**src/rtl/mem_arbiter.sv**
```systemverilog
// mem_arbiter: shares one byte-wide synchronous memory port between the CPU
// core and the VIDAC. Each side uses a level req with a one-cycle ack. Every
// access takes three states: IDLE (arbitrate and register the port),
// ISSUE (memory samples the port) and WAIT (capture read data, pulse ack).
module mem_arbiter #(
  parameter logic [19:0] VID_BASE   = 20'hA0000,
  parameter bit          FIXED_PRIO = 1'b0
) (
  input  logic        clock,
  input  logic        reset_n,
  input  logic        cpu_req,
  input  logic        cpu_we,
  input  logic [19:0] cpu_a,
  input  logic [7:0]  cpu_o,
  output logic [7:0]  cpu_i,
  output logic        cpu_ack,
  input  logic        vid_req,
  input  logic        vid_we,
  input  logic [17:0] vid_a,
  input  logic [7:0]  vid_o,
  output logic [7:0]  vid_i,
  output logic        vid_ack,
  output logic [19:0] mem_a,
  output logic [7:0]  mem_o,
  output logic        mem_w,
  input  logic [7:0]  mem_i,
  output logic        busy
);

  typedef enum logic [1:0] {
    ST_IDLE  = 2'd0,
    ST_ISSUE = 2'd1,
    ST_WAIT  = 2'd2
  } state_t;

  state_t      r_state;
  state_t      w_state_nxt;

  // r_last_vid: 1 when the most recent grant went to the VIDAC.
  // r_win_vid:  owner of the access currently in ISSUE/WAIT.
  logic        r_last_vid;
  logic        r_win_vid;
  logic [19:0] r_mem_a;
  logic [7:0]  r_mem_o;
  logic        r_mem_w;
  logic [7:0]  r_cpu_i;
  logic [7:0]  r_vid_i;
  logic        r_cpu_ack;
  logic        r_vid_ack;

  logic        w_cpu_elig;
  logic        w_vid_elig;
  logic        w_issue;
  logic        w_pick_vid;
  logic        w_done;

  // VIDAC offset to physical address; the sum wraps inside 20 bits.
  function automatic logic [19:0] vid_phys(input logic [17:0] a);
    return VID_BASE + {2'b00, a};
  endfunction

  // A requester whose ack is high this cycle still shows its old req;
  // masking it keeps that stale req from winning a second grant.
  assign w_cpu_elig = cpu_req & ~r_cpu_ack;
  assign w_vid_elig = vid_req & ~r_vid_ack;

  // State register
  always_ff @(posedge clock) begin
    if (!reset_n) begin
      r_state <= ST_IDLE;
    end else begin
      r_state <= w_state_nxt;
    end
  end

  // Next-state, arbitration decision and per-state strobes
  always_comb begin
    w_state_nxt = r_state;
    w_issue     = 1'b0;
    w_pick_vid  = 1'b0;
    w_done      = 1'b0;
    case (r_state)
      ST_IDLE: begin
        if (w_cpu_elig || w_vid_elig) begin
          w_issue     = 1'b1;
          w_state_nxt = ST_ISSUE;
          if (!w_cpu_elig) begin
            w_pick_vid = 1'b1;
          end else if (!w_vid_elig) begin
            w_pick_vid = 1'b0;
          end else if (FIXED_PRIO) begin
            w_pick_vid = 1'b0;
          end else begin
            // Tie under round-robin: whoever did not win last time.
            w_pick_vid = ~r_last_vid;
          end
        end
      end
      ST_ISSUE: begin
        w_state_nxt = ST_WAIT;
      end
      ST_WAIT: begin
        w_done      = 1'b1;
        w_state_nxt = ST_IDLE;
      end
      default: begin
        w_state_nxt = ST_IDLE;
      end
    endcase
  end

  // Memory port, grant history, returned data and ack pulses
  always_ff @(posedge clock) begin
    if (!reset_n) begin
      r_last_vid <= 1'b1;
      r_win_vid  <= 1'b0;
      r_mem_a    <= '0;
      r_mem_o    <= '0;
      r_mem_w    <= 1'b0;
      r_cpu_i    <= '0;
      r_vid_i    <= '0;
      r_cpu_ack  <= 1'b0;
      r_vid_ack  <= 1'b0;
    end else begin
      r_cpu_ack <= 1'b0;
      r_vid_ack <= 1'b0;
      if (w_issue) begin
        r_win_vid  <= w_pick_vid;
        r_last_vid <= w_pick_vid;
        if (w_pick_vid) begin
          r_mem_a <= vid_phys(vid_a);
          r_mem_o <= vid_o;
          r_mem_w <= vid_we;
        end else begin
          r_mem_a <= cpu_a;
          r_mem_o <= cpu_o;
          r_mem_w <= cpu_we;
        end
      end else begin
        // Write strobe lives only in ISSUE; address and data hold.
        r_mem_w <= 1'b0;
      end
      if (w_done) begin
        if (r_win_vid) begin
          r_vid_i   <= mem_i;
          r_vid_ack <= 1'b1;
        end else begin
          r_cpu_i   <= mem_i;
          r_cpu_ack <= 1'b1;
        end
      end
    end
  end

  assign mem_a   = r_mem_a;
  assign mem_o   = r_mem_o;
  assign mem_w   = r_mem_w;
  assign cpu_i   = r_cpu_i;
  assign vid_i   = r_vid_i;
  assign cpu_ack = r_cpu_ack;
  assign vid_ack = r_vid_ack;
  assign busy    = (r_state != ST_IDLE);

endmodule

```
**config.mk**
```make
export PLATFORM = sky130hd
export DESIGN_NAME = mem_arbiter
export DESIGN_NICKNAME = d
export VERILOG_FILES = /design/src/rtl/mem_arbiter.sv
export SDC_FILE = /design/constraint.sdc
export NUM_CORES = 1
export LEC_CHECK = 0
export BUFFER_PORTS_ARGS = -buffer_cell sky130_fd_sc_hd__buf_4
export CORE_MARGIN = 8
export CORE_UTILIZATION = 34
export CTS_CLUSTER_DIAMETER = 100
export CTS_CLUSTER_SIZE = 14
export DETAILED_ROUTE_END_ITERATION = 8
export GPL_TIMING_DRIVEN = 0
export HOLD_SLACK_MARGIN = 0.1
export SKIP_CTS_REPAIR_TIMING = 1
export SYNTH_ARGS = -nofsm -noshare
export SYNTH_HDL_FRONTEND = slang
export SYNTH_SLANG_ARGS = --single-unit
```
**constraint.sdc**
```tcl
create_clock -name clock -period 1.5 [get_ports clock]
set_clock_uncertainty 0.05 [all_clocks]
set_input_delay 0.075 -clock clock [delete_from_list [all_inputs] [get_ports clock]]
set_output_delay 0.075 -clock clock [all_outputs]
set_load 0.03 [all_outputs]
```
==> metrics.txt <==
syn nets approximately 300; crit-path max FO 10; Tightest Hold Check Type input pin to flip-flop; Congestion Overflow GR 0; Final Hold Viols 0; Area Growth Syn to Fin 87.2%; met2 wire length 3.96 mm; synthesized cell area ~0.002 mm^2; most frequent cells in the layout buf_4 (120), dlygate4sd3_1 (65), nand2_1 (56); vias per cell about 4.8; Clock power frac roughly 23%; Num CTS Buffers 5; Tmin final roughly 1.4 ns; wire length per cell roughly 15 um; CTS Sinks 51; die height around 93 um; Post-synth ARST share 0%; sequential fraction of the synthesis area a little over 50%; crit-path cells or2_4 -> a211oi_4 -> buf_6 -> buf_8 -> nand2_1 -> a31oi_1; first-pass GRT wire length ~10 mm; main flop type after synthesis dfxtp_1; final WL 7.68 mm; IO buf count around 120; CTS Buffer Depth 2; CP max stage cell dfxtp_2; CP Launch Type flip-flop; Finished Cell Area between 0.003 and 0.004 mm^2; PwrDens 913 mW/mm^2; FF+latch area around 0.0010 mm^2; HPWL Detailed roughly 5.0 mm; core area 0.00582 mm^2; final period utilization between 90 and 100%; DRC Markers 0; number of global-route vias before repair slightly above 2000; VDD IR max just under 0.7 mV; DRT iter0 DRCs a little under 90; CTS tree done; Root Buffer clkbuf_8; CP Capture Type flip-flop; DR WL met3 573 um; Reg clk slew, reported paths about 0.10 ns; internal power 2.33 mW; sequential share of power about 45%; starting density of the core between 30% and 40%; Req. time, crit path around 1.7 ns; measured slew at the worst slew-check pin around 0.47 ns; GP Congestion around 0.75; combinational share of power 32.3%; drt first pass iters 4; Yosys reg bits around 50; number of synthesized flops with an enable pin 0; Switching Fraction between 30% and 40%; via count roughly 2400; Worst path max stage delay around 0.34 ns; Synth Area in XOR/XNOR 0%; RSZ-0062 raised after global routing true; synth top area cells dfxtp_1 (51%), nand2_1 (10%), a31oi_1 (8.4%), mux2i_1 (8.0%), o21ai_0 (6.7%); simple-gate share of the synthesized area roughly 17%; placed instance area about 0.0030 mm^2; setup violators final 0; Yosys top cell by area dfxtp_1; commonest non-fill, non-tap cell in the layout buf_4; top cell type's share of synthesized area 50.7%; mux contribution to synthesized area under 10%; Final ANT Viol Nets 0; Final WS setup 0.0744 ns; area of the multi-input gates about 890 um^2; largest net degree at the start of global routing 17; Diodes inserted 0; Yosys cell types 25; Die Wd ~93 um; Clk Latency, worst-skew pair 0.30 ns; Pins Over Slew Limit 0; Post-Syn Instances between 200 and 250; largest family of logic cells by synthesized area compound AO/OA/AOI/OAI gates; layout filler cell count approximately 510; Global Route Usage Sum roughly 15%; die area around 0.0086 mm^2; Top Ports roughly 120; initial antenna violation count 0; adder-cell area share of the yosys netlist 0%; pre-CTS WS -0.0860 ns; WP data arrival roughly 1.6 ns; Compound-Gate Fraction of Synth Area a little under a fifth; Mean Syn Cell Area roughly 8.6 um^2; Setup CP Type flip-flop to flip-flop; WL met1 between 3 and 4 mm; row cnt 28; net switching power 1.11 mW; share of layout cells above drive strength 1 around a third; uppermost layer routed met4; Slew HR 68.6%; Nets 492; fmax 0.701 GHz; status finished, final reports clean; Max Cap Violations 0; Clock H-tree levels 2; synth warn 0; Leakage roughly 1.8 nW; Final Total Pwr 3.44 mW
==> sequential cells by signal, indices dropped and copies added (netlist names) <==
register / cells
cpu_i: 8
r_state: 2
vid_ack: 1
r_last_vid: 1
cpu_ack: 1
r_win_vid: 1
mem_o: 8
mem_a: 20
vid_i: 8
mem_w: 1
==> per-stage QoR <==
stage | instances | TNS [ns] | hold WS (ns) | util [%]
6_report | 500 | 0 | 0.251 | 64.8
5_1_grt | 500 | -0.0782 | 0.258 | 64.8
4_1_cts | 432 | -1.98 | -0.0488 | 52.6
3_5_place_dp | 424 | -1.55 | 0.273 | 51.1
3_3_place_gp | 424 | -1.48 | 0.264 | 51.1
2_1_floorplan | 234 | 0 | 0.163 | -
==> Yosys cell counts (2+ instances only) <==
cell type,instances
dfxtp_1,51
nor2_1,19
a31oi_1,27
o21ai_0,27
clkbuf_1,5
buf_2,10
nand2_1,56
nand2b_1,3
a21oi_1,2
and2_1,2
buf_6,3
mux2i_1,16
==> final timing paths <==
path	from	end	slack [ns]	depth (start not counted)
setup / recovery	r_state[1]	mem_a[12]	0.07	6
hold / removal	cpu_req	r_state[0]	0.25	4
setup reg to reg	r_state[1]	mem_a[12]	0.07	6
hold reg to reg	r_state[1]	r_state[1]	0.37	1
==> metal layers <==
layer	track usage [%]	up-vias
li1	-	1177
met2	24.4	84
met4	2.42	0
met5	0	-
met3	5.18	10
met1	18.2	1120
==> layout make-up <==
class,count,area share (%)
clock inverter,3,0.498
inverter,2,0.199
buffer,18,3.22
clock buffer,5,1.83
sequential,51,27.2
multi-input combinational,163,23.7
tap,75,2.49
timing repair buffer,183,40.9
==> critical path, delay by kind of cell (launching register included) <==
kind / cells / cell delay [ns]
buf+inv: 2 / 0.28
compound gates: 2 / 0.34
flops: 1 / 0.34
simple gates: 2 / 0.34
==> power by group through the flow <==
stage / clock (mW) / sequential [mW] / combinational (mW)
2_1_floorplan: 0 / 1.77 / 0.309
3_3_place_gp: 0 / 1.56 / 0.933
3_5_place_dp: 0 / 1.56 / 0.940
4_1_cts: 0.825 / 1.53 / 0.942
5_1_grt: 0.871 / 1.55 / 1.19
6_report: 0.798 / 1.53 / 1.11
==> kinds of logic (layout without fill, tap and decap cells) <==
| logic type | after synthesis | after routing |
|---|---|---|
| mux | 16 | 16 |
| compound gates | 62 | 62 |
| simple gates | 85 | 85 |
| flops | 51 | 51 |
| buf+inv | 20 | 211 |
(Power assumes the default switching activity.)
